--- config.mk ---
export PLATFORM = sky130hd
export DESIGN_NAME = i2c_byte_master_flat
export DESIGN_NICKNAME = d
export VERILOG_FILES = /design/src/rtl/i2c_pkg.sv /design/src/rtl/i2c_byte_master_if.sv /design/src/rtl/i2c_quarter_tick.sv /design/src/rtl/i2c_byte_master.sv /design/src/flat_wrapper.sv
export SDC_FILE = /design/constraint.sdc
export NUM_CORES = 1
export LEC_CHECK = 0
export ABC_CLOCK_PERIOD_IN_PS = 2880
export BUFFER_PORTS_ARGS = -buffer_cell sky130_fd_sc_hd__buf_4
export CAP_MARGIN = 10
export CORE_MARGIN = 4
export CORE_UTILIZATION = 50
export CTS_BUF_LIST = sky130_fd_sc_hd__clkbuf_16
export DETAILED_ROUTE_END_ITERATION = 12
export GPL_TIMING_DRIVEN = 1
export PLACE_DENSITY = 0.71
export SLEW_MARGIN = 40
export SYNTH_ARGS = -nofsm -noshare
export SYNTH_HDL_FRONTEND = slang
export SYNTH_SLANG_ARGS = --single-unit
--- constraint.sdc ---
create_clock -name clk -period 2.88 [get_ports clk]
set_input_delay 0.72 -clock clk [delete_from_list [all_inputs] [get_ports clk]]
set_output_delay 0.72 -clock clk [all_outputs]
set_load 0.01 [all_outputs]
--- src/rtl/i2c_pkg.sv ---
// Shared I2C byte-master types: FSM state encoding, quarter phases, field widths,
// and the per-state SCL/SDA pull decode.
package i2c_pkg;

    localparam int I2C_ADDR_W = 7;
    localparam int I2C_DATA_W = 8;

    localparam logic [1:0] Q0 = 2'd0;
    localparam logic [1:0] Q1 = 2'd1;
    localparam logic [1:0] Q2 = 2'd2;
    localparam logic [1:0] Q3 = 2'd3;

    typedef enum logic [3:0] {
        IDLE  = 4'd0,
        START = 4'd1,
        ADDR  = 4'd2,
        ACK_A = 4'd3,
        DATA  = 4'd4,
        ACK_D = 4'd5,
        STOP  = 4'd6
    } i2c_state_t;

    // Returns {scl_oe, sda_oe}; sda_bit is the value to place on SDA in a driven bit slot.
    function automatic logic [1:0] bus_drive(i2c_state_t st, logic [1:0] q, logic sda_bit);
        logic [1:0] r;
        r = 2'b00;
        case (st)
            START:        r = {q == Q3, q >= Q2};
            ADDR, DATA:   r = {q <= Q1, ~sda_bit};
            ACK_A, ACK_D: r = {q <= Q1, 1'b0};
            STOP:         r = {q == Q0, q <= Q1};
            default:      r = 2'b00;
        endcase
        return r;
    endfunction

endpackage

--- src/rtl/i2c_byte_master_if.sv ---
// Request/response and open-drain bus signals of the I2C byte master.
// The master modport is the block itself; slave is the requesting/bus-side environment.
interface i2c_byte_master_if;
    import i2c_pkg::*;

    logic                  start;
    logic [I2C_ADDR_W-1:0] addr;
    logic                  rw;
    logic [I2C_DATA_W-1:0] wr_data;
    logic                  busy;
    logic                  done;
    logic                  ack_err;
    logic [I2C_DATA_W-1:0] rd_data;
    logic                  scl_oe;
    logic                  sda_oe;
    logic                  sda_i;

    modport master (
        input  start, addr, rw, wr_data, sda_i,
        output busy, done, ack_err, rd_data, scl_oe, sda_oe
    );

    modport slave (
        output start, addr, rw, wr_data, sda_i,
        input  busy, done, ack_err, rd_data, scl_oe, sda_oe
    );

endinterface

--- src/rtl/i2c_quarter_tick.sv ---
// SCL quarter-period divider: 1-clk tick on the last clock of each quarter plus a 2-bit phase.
// Held cleared while en=0 so the first quarter after enable is always a full Q0.
module i2c_quarter_tick
    import i2c_pkg::*;
#(
    parameter int CLKS_PER_QUARTER = 250
) (
    input  logic       clk,
    input  logic       rst,
    input  logic       en,
    output logic       tick,
    output logic [1:0] phase
);

    localparam int            CW   = (CLKS_PER_QUARTER > 1) ? $clog2(CLKS_PER_QUARTER) : 1;
    localparam logic [CW-1:0] LAST = CW'(CLKS_PER_QUARTER - 1);

    logic [CW-1:0] cnt;

    assign tick = en && (cnt == LAST);

    always_ff @(posedge clk or posedge rst) begin
        if (rst) begin
            cnt   <= '0;
            phase <= Q0;
        end else if (!en) begin
            cnt   <= '0;
            phase <= Q0;
        end else if (tick) begin
            cnt   <= '0;
            phase <= phase + 2'd1;
        end else begin
            cnt   <= cnt + CW'(1);
        end
    end

endmodule

--- src/rtl/i2c_byte_master.sv ---
// Single-byte I2C master: START, addr+R/W, ACK, one data byte, ACK/NACK, STOP; no stretching.
// Accept-to-first-bus-quarter 1 clk; done 80 quarters after accept (44 on address NACK); start ignored while busy.
module i2c_byte_master
    import i2c_pkg::*;
#(
    parameter int CLKS_PER_QUARTER = 250
) (
    input logic               clk,
    input logic               rst,
    i2c_byte_master_if.master bus
);

    i2c_state_t            state, state_nxt;
    logic                  tick;
    logic [1:0]            phase, phase_nxt;
    logic                  slot_end, sample, accept;
    logic [I2C_DATA_W-1:0] tx_sr, tx_nxt, wr_byte, rd_byte;
    logic                  rw_q, ack_fail, done_q, scl_low, sda_low;
    logic [2:0]            bit_cnt;
    logic                  sda_bit_nxt;
    logic [1:0]            drv;

    i2c_quarter_tick #(.CLKS_PER_QUARTER(CLKS_PER_QUARTER)) u_tick (
        .clk   (clk),
        .rst   (rst),
        .en    (state != IDLE),
        .tick  (tick),
        .phase (phase)
    );

    assign slot_end = tick && (phase == Q3);
    assign sample   = tick && (phase == Q2);
    assign accept   = (state == IDLE) && bus.start;

    always_ff @(posedge clk or posedge rst) begin
        if (rst) state <= IDLE;
        else     state <= state_nxt;
    end

    always_comb begin
        state_nxt = state;
        unique case (state)
            IDLE:    if (bus.start)                   state_nxt = START;
            START:   if (slot_end)                    state_nxt = ADDR;
            ADDR:    if (slot_end && bit_cnt == 3'd0) state_nxt = ACK_A;
            ACK_A:   if (slot_end)                    state_nxt = ack_fail ? STOP : DATA;
            DATA:    if (slot_end && bit_cnt == 3'd0) state_nxt = ACK_D;
            ACK_D:   if (slot_end)                    state_nxt = STOP;
            STOP:    if (slot_end)                    state_nxt = IDLE;
            default:                                  state_nxt = IDLE;
        endcase

        tx_nxt = tx_sr;
        if (accept)
            tx_nxt = {bus.addr, bus.rw};
        else if (slot_end && (state == ADDR || state == DATA))
            tx_nxt = {tx_sr[I2C_DATA_W-2:0], 1'b1};
        else if (slot_end && state == ACK_A)
            tx_nxt = wr_byte;

        // Pads are registered from next-state values so they never glitch on decode.
        phase_nxt   = tick ? phase + 2'd1 : phase;
        sda_bit_nxt = (state_nxt == DATA && rw_q) ? 1'b1 : tx_nxt[I2C_DATA_W-1];
        drv         = bus_drive(state_nxt, phase_nxt, sda_bit_nxt);
    end

    always_ff @(posedge clk or posedge rst) begin
        if (rst) begin
            tx_sr    <= '0;
            wr_byte  <= '0;
            rd_byte  <= '0;
            rw_q     <= 1'b0;
            ack_fail <= 1'b0;
            bit_cnt  <= 3'd7;
            done_q   <= 1'b0;
            scl_low  <= 1'b0;
            sda_low  <= 1'b0;
        end else begin
            tx_sr              <= tx_nxt;
            {scl_low, sda_low} <= drv;
            done_q             <= (state == STOP) && (state_nxt == IDLE);

            if (state != ADDR && state != DATA) bit_cnt <= 3'd7;
            else if (slot_end)                  bit_cnt <= bit_cnt - 3'd1;

            if (accept) begin
                wr_byte  <= bus.wr_data;
                rw_q     <= bus.rw;
                ack_fail <= 1'b0;
                rd_byte  <= '0;
            end else if (sample) begin
                case (state)
                    ACK_A:   ack_fail <= bus.sda_i;
                    DATA:    if (rw_q)  rd_byte  <= {rd_byte[I2C_DATA_W-2:0], bus.sda_i};
                    ACK_D:   if (!rw_q) ack_fail <= bus.sda_i;
                    default: ;
                endcase
            end
        end
    end

    assign bus.busy    = (state != IDLE);
    assign bus.done    = done_q;
    assign bus.ack_err = ack_fail;
    assign bus.rd_data = rd_byte;
    assign bus.scl_oe  = scl_low;
    assign bus.sda_oe  = sda_low;

endmodule

--- src/flat_wrapper.sv ---
// flat-port wrapper written by rule: the top's interface ports become plain ports
module i2c_byte_master_flat import i2c_pkg::*;
#(
    parameter int CLKS_PER_QUARTER = 250
)
  (clk, rst, bus_start, bus_addr, bus_rw, bus_wr_data, bus_sda_i, bus_busy, bus_done, bus_ack_err, bus_rd_data, bus_scl_oe, bus_sda_oe);
  i2c_byte_master_if bus_i ();
  input logic clk;
  input logic rst;
  input wire logic [$bits(bus_i.start)-1:0] bus_start;
  input wire logic [$bits(bus_i.addr)-1:0] bus_addr;
  input wire logic [$bits(bus_i.rw)-1:0] bus_rw;
  input wire logic [$bits(bus_i.wr_data)-1:0] bus_wr_data;
  input wire logic [$bits(bus_i.sda_i)-1:0] bus_sda_i;
  output wire logic [$bits(bus_i.busy)-1:0] bus_busy;
  output wire logic [$bits(bus_i.done)-1:0] bus_done;
  output wire logic [$bits(bus_i.ack_err)-1:0] bus_ack_err;
  output wire logic [$bits(bus_i.rd_data)-1:0] bus_rd_data;
  output wire logic [$bits(bus_i.scl_oe)-1:0] bus_scl_oe;
  output wire logic [$bits(bus_i.sda_oe)-1:0] bus_sda_oe;
  assign bus_i.start = bus_start;
  assign bus_i.addr = bus_addr;
  assign bus_i.rw = bus_rw;
  assign bus_i.wr_data = bus_wr_data;
  assign bus_i.sda_i = bus_sda_i;
  assign bus_busy = bus_i.busy;
  assign bus_done = bus_i.done;
  assign bus_ack_err = bus_i.ack_err;
  assign bus_rd_data = bus_i.rd_data;
  assign bus_scl_oe = bus_i.scl_oe;
  assign bus_sda_oe = bus_i.sda_oe;
  i2c_byte_master #(.CLKS_PER_QUARTER(CLKS_PER_QUARTER)) u_core (.clk(clk), .rst(rst), .bus(bus_i));
endmodule
==> impl_metrics.yaml, run 1 <==
drt:
  postRouteAntennaNets: 0
  post_drt_via_cell_ratio: 5.48
  wl_per_cell_um: 15.4
  routed_wl_um: 4940
  drc: 0
  first_pass_iters: 4
  drt-initial-drc-count: 87
  vias: 1759
logic_synthesis:
  synth.ff_latch_count: 46
  synth_flop_cell: "dfrtp_1"
  ys_warn_count: 0
  synth_nets: 261
  synth_cell_types: 56
  synth_edf_count: 0
  ys_seq_area_frac: 0.481
  synthCells: 235
  async_flop_share: 1.00
  avgSynthCellArea_um2: 10.2
  synth_area_mm2: 0.00240
finish:
  n_antenna_cell: 0
  drive_gt1_frac: 0.238
  num-nets-final: 294
  syn2layout_area_growth_pct: 18.2
  fin_cells: 321
clock_network:
  clk_latency_ns: 0.28
  cts_hold_buf: 0
  clock_path_buffers: 2
  cts_resized: 0
  cts_sinks: 46
  clkTransAtPathRegs_ns: 0.06
  cts_tree: "done"
  cts_buffers: 5
  post-cts-setup-buffer-count: 0
  clockRootBuffer: "clkbuf_16"
  ctsHtreeMaxLevel: 2
timing:
  fin_crit_ns: 2.31
  drv_slew: 0
  max_freq_mhz: 432
  finalSetupViolations: 0
  rsz0062_at_grt: "no"
  fin_skew_ns: 0.00457
  tns_ns: 0
  finalCritPeriodShare: 0.804
  slew_headroom: 0.589
  worstMarginPinSlew_ns: 0.613
  finalHoldViolCount: 0
global_routing:
  overflow: 0
  grt_max_degree: 28
  grt_pass1_wl_um: 8510
  antenna_found_initial: 0
  grt_pass1_vias: 1746
  grtUsageTotal: 0.177
floorplanning:
  chipWidth_um: 77.3
  core-area_mm2: 0.00450
  rows: 24
  initial_core_util: 0.533
  die_height_um: 77.3
  die_area_mm2: 0.00597
  ios: 33
worst_setup_path:
  reg2reg_slack_ns: 0.66
  path_class: "reg -> out"
  worstPathArrival_ns: 1.59
  critPathLaunchType: "flop"
  required_ns: 2.16
  r2r_end: "u_core.bus.sda_oe$_DFF_PP0_"
  worstPathMaxFanout: 12
  crit_path_end_kind: "output port"
  r2r-start: "u_core.u_tick.cnt[1]$_DFF_PP0_"
  worst-r2r-cell-count: 8
pwr:
  ir_drop_uv: 383
  powerDensity_mw_per_mm2: 557
  p_leak_nw: 1.38
flow_run:
  max_cap_viol_count: 0
placement:
  dp.cells: 313
  gp_congestion: 0.856
  place_hpwl_um: 3590
  port_buffers: 32
status:
  outcome: "finished, final reports clean"
min_path:
  hold_path.class: "in -> async"
worst max-delay path by stage:
stage / from / end / slack [ns]
2_1_floorplan: u_core.u_tick.cnt[0]$_DFF_PP0_ / u_core.bus.sda_oe$_DFF_PP0_ / 1.01
4_1_cts: u_core.state[1]$_DFF_PP0_ / bus_busy / 0.56
6_report: u_core.state[1]$_DFF_PP0_ / bus_busy / 0.57
3_3_place_gp: u_core.u_tick.cnt[1]$_DFF_PP0_ / u_core.bus.sda_oe$_DFF_PP0_ / 0.75
5_1_grt: u_core.state[1]$_DFF_PP0_ / bus_busy / 0.45
3_5_place_dp: u_core.u_tick.cnt[1]$_DFF_PP0_ / u_core.bus.sda_oe$_DFF_PP0_ / 0.69
registers in the layout, summed over array words and instances (netlist names):
| name | flops |
|---|---|
| u_core.bus.rd_data | 8 |
| u_core.tx_sr | 8 |
| u_core.u_tick.cnt | 8 |
| u_core.wr_byte | 8 |
| u_core.state | 4 |
| u_core.bit_cnt | 3 |
| u_core.u_tick.phase | 2 |
| u_core.bus.ack_err | 1 |
| u_core.bus.done | 1 |
| u_core.bus.scl_oe | 1 |
| u_core.bus.sda_oe | 1 |
| u_core.rw_q | 1 |
Yosys cell counts, types with 2 or more instances:
cell	number	area, um^2
a21oi_1	2	10.0
a22oi_1	12	90.1
and2_1	4	25.0
and3_1	4	25.0
and4_1	2	17.5
buf_2	3	15.0
buf_4	4	30.0
buf_6	2	22.5
clkbuf_1	2	7.51
dfrtp_1	43	1080
dfstp_2	3	78.8
ha_1	6	75.1
inv_1	7	26.3
mux2i_1	11	110
nand2_1	34	128
nand2_2	3	18.8
nand3_1	8	40.0
nor2_1	24	90.1
nor2b_1	4	25.0
o2111ai_1	2	17.5
o211ai_2	2	25.0
o21ai_0	8	40.0
o2bb2ai_1	6	52.6
xnor2_1	3	26.3
xor2_1	5	43.8
kinds of logic (layout without fill, tap and decap cells):
family | Yosys count | in the layout | share of synthesized area
buffers and inverters | 19 | 53 | 0.0438
adders and majority gates | 6 | 6 | 0.0313
AOI/OAI and AO/OA | 43 | 43 | 0.141
DFF | 46 | 46 | 0.481
other | 1 | 1 | 0.00156
muxes | 12 | 12 | 0.0506
xor gates and xnor gates | 9 | 9 | 0.0360
and+or+nand+nor | 99 | 99 | 0.214
where the power goes:
group	leakage [nW]	switching (mW)	internal (mW)
combinational	0.703	0.0971	0.0861
sequential	0.593	0.0541	0.712
clock	0.0864	0.228	0.403
total	1.38	0.379	1.20
cells in the final DEF, fill, tap and decap left out, drive strengths merged, types with 2 or more instances in the layout:
cell,count
clkbuf,5
o2bb2ai,6
o2111ai,2
nor4,2
o21ai,10
mux2i,11
and2,4
nand2,37
dfrtp,43
ha,6
and3,5
xor2,6
dfstp,3
inv,9
nor3,2
a21oi,2
and4,2
o211ai,3
nor2,24
nor2b,4
xnor2,3
a22oi,13
buf,37
nand3,9
worst max-delay path, cell delays in order (launching register included):
cell	delay, ns
dfrtp_1	0.53
nor4_4	0.46
inv_2	0.15
buf_4	0.17
metal layers:
metal	GRT usage	wire, um	vias to the layer above
met2	0.249	2210	41
met5	0	0	-
met1	0.267	2460	827
li1	-	-	887
met3	0.0468	232	4
met4	0.0516	31	0
area by class of cell:
cell class                      instances  area [um^2]
Clock buffer                            5          125
Clock inverter                          3         37.5
Fill cell                             378         1670
Inverter                                8         31.3
Multi-Input combinational cell        170         1150
Sequential cell                        46         1150
Tap cell                               52         65.1
Timing Repair Buffer                   37          278
per-stage QoR:
step	total power, mW	util	hold WS, ns	setup WS [ns]	area [um^2]
2_1_floorplan	0.889	-	0.440	1.01	2400
3_3_place_gp	0.950	0.594	0.464	0.753	2670
3_5_place_dp	0.956	0.594	0.460	0.691	2680
4_1_cts	1.60	0.630	0.451	0.558	2840
5_1_grt	1.66	0.630	0.471	0.452	2840
6_report	1.58	0.630	0.435	0.566	2840
(Power assumes the default switching activity.)
==> inputs of run 2 (changes only) <==
- ABC_CLOCK_PERIOD_IN_PS: 2880 -> 2100
- PLACE_DENSITY: 0.71 -> 0.74
- clock period: 2.88 -> 2.1 ns (I/O delays scaled with it)
==> run 2 against run 1 <==
Compared with the run above:
- utilization is 2.6 points higher
- highest routed layer unchanged
- largest cell class is now multi-input combinational cells
- combinational power is 51% higher
- clock skew is 0.0021 ns higher
- critical path type is now reg -> reg
- clock-buffer cell count stayed put
- worst hold slack worse by 0.21 ns
- worst setup slack worse by 0.51 ns
- cell count is 3.7% higher
- cell area is 4.1% higher
- global-route usage is 0.13 points higher
==> impl_metrics.yaml, run 2 (synthesis gave the netlist of run 1 again) <==
status:
  outcome: "finished, final reports clean"
global_routing:
  grtUsageTotal: 0.179
  antenna_found_initial: 0
  grt_max_degree: 26
  grt_pass1_wl_um: 8630
  grt_pass1_vias: 1773
  overflow: 0
pwr:
  powerDensity_mw_per_mm2: 709
  netSwitchingFraction: 0.263
  p_leak_nw: 1.43
  power_frac_comb: 0.132
  ir_drop_uv: 442
  p_int_mw: 1.54
  pwr-share-clk: 0.367
  power_mw: 2.10
  seqPwrFrac: 0.501
  switching_power_mw: 0.550
clock_network:
  cts_buffers: 5
  cts_sinks: 46
  cts_tree: "done"
  clkTransAtPathRegs_ns: 0.07
  clock_path_buffers: 2
  clk_latency_ns: 0.29
  cts_hold_buf: 0
  clockRootBuffer: "clkbuf_16"
  ctsHtreeMaxLevel: 2
finish:
  layout_commonest_cell: "buf_4"
  n_antenna_cell: 0
  fin_cells: 333
  syn2layout_area_growth_pct: 23.1
  multi_input_area_mm2: 0.00117
  post-route-util: 0.656
  final_cell_mix: "buf_4, dfrtp_1, nand2_1"
  nFillCells: 366
  drive_gt1_frac: 0.295
  num-nets-final: 306
  seqCellArea_mm2: 0.00116
floorplanning:
  initial_core_util: 0.533
  die_area_mm2: 0.00597
  ios: 33
  core-area_mm2: 0.00450
  rows: 24
  die_height_um: 77.3
  chipWidth_um: 77.3
worst_setup_path:
  critPathLaunchType: "flop"
  reg2reg_slack_ns: 0.06
  critPathMaxStageDelay_ns: 0.42
  worst-r2r-cell-count: 8
  path_cells: "inv_1 -> ha_2 -> and4_2 -> nand2_2 -> a221oi_4 -> buf_4 -> a211oi_1 -> a21o_1"
  required_ns: 2.27
  r2r_end: "u_core.bus.scl_oe$_DFF_PP0_"
  worstPathArrival_ns: 2.22
  crit_path_end_kind: "flop"
  path_class: "reg -> reg"
  setup.worst_path.start: "u_core.u_tick.cnt[1]$_DFF_PP0_"
  worstPathMaxFanout: 7
  r2r-start: "u_core.u_tick.cnt[1]$_DFF_PP0_"
  critPathSlowestCell: "dfrtp_1"
placement:
  port_buffers: 32
  place_hpwl_um: 3580
  gp_congestion: 0.816
  dp.cells: 319
timing:
  finalHoldViolCount: 0
  finalSetupViolations: 0
  finalCritPeriodShare: 0.973
  worstMarginPinSlew_ns: 0.558
  timing.hold.ws_ns: 0.227
  fin_crit_ns: 2.04
  max_freq_mhz: 490
  fin_skew_ns: 0.00671
  tns_ns: 0
  rsz0062_at_grt: "yes"
  drv_slew: 0
  slew_headroom: 0.625
min_path:
  hold_path.class: "in -> async"
drt:
  drc: 0
  vias: 1873
  routed_wl_um: 5150
  post_drt_via_cell_ratio: 5.62
  wl_per_cell_um: 15.5
  drt-initial-drc-count: 107
  postRouteAntennaNets: 0
  first_pass_iters: 4
flow_run:
  max_cap_viol_count: 0
run 2: how the worst max path moves through the flow:
stage,endpoint,depth (start not counted)
2_1_floorplan,u_core.bus.sda_oe$_DFF_PP0_,7
3_3_place_gp,u_core.bus.rd_data[5]$_DFFE_PP0P_,9
3_5_place_dp,u_core.bus.rd_data[2]$_DFFE_PP0P_,9
4_1_cts,u_core.bus.rd_data[2]$_DFFE_PP0P_,9
5_1_grt,u_core.bus.rd_data[0]$_DFFE_PP0P_,9
6_report,u_core.bus.scl_oe$_DFF_PP0_,8
run 2: cell type report:
cell class                      instances  area share
Clock buffer                            5      0.0424
Clock inverter                          3     0.00551
Multi-Input combinational cell        170       0.395
Timing Repair Buffer                   49       0.133
Sequential cell                        46       0.391
Inverter                                8      0.0106
Tap cell                               52      0.0220
run 2: what timing repair did:
action | CTS | global route
gates cloned | 0 | 0
resized for setup | 0 | 8
endpoints found under the setup margin | 2 | 15
buffers inserted | 0 | 6
pin swaps | 1 | 3
run 2: critical path, delay by kind of cell (launching register included):
family / cells / cell delay, ns
AOI/OAI and AO/OA: 3 / 0.64
adders and majority gates: 1 / 0.19
buffers and inverters: 2 / 0.25
DFF: 1 / 0.42
and+or+nand+nor: 2 / 0.43
run 2: power groups by stage:
stage                     registers (mW)  clock network (mW)  logic (mW)
after global placement              1.06                   0       0.257
final                               1.05               0.768       0.277
after floorplan                     1.04                   0       0.177
after CTS                           1.04               0.780       0.268
after global routing                1.06               0.829       0.311
after detailed placement            1.06                   0       0.266
run 2: per-stage QoR:
step | setup slack [ns] | instance area, um^2
6_report | 0.0576 | 2950
5_1_grt | -0.0641 | 2950
4_1_cts | -0.00269 | 2890
3_5_place_dp | 0.0177 | 2750
3_3_place_gp | 0.0982 | 2740
2_1_floorplan | 0.227 | 2400
run 2: metal layers:
metal  vias to the layer above  track usage  part of all wire  routed length, um
met3                         6       0.0410             0.043                221
met5                         -            0                 0                  0
met4                         0       0.0480             0.010                 53
li1                        911            -                 -                  -
met2                        42        0.278              0.46               2380
met1                       914        0.250              0.48               2490
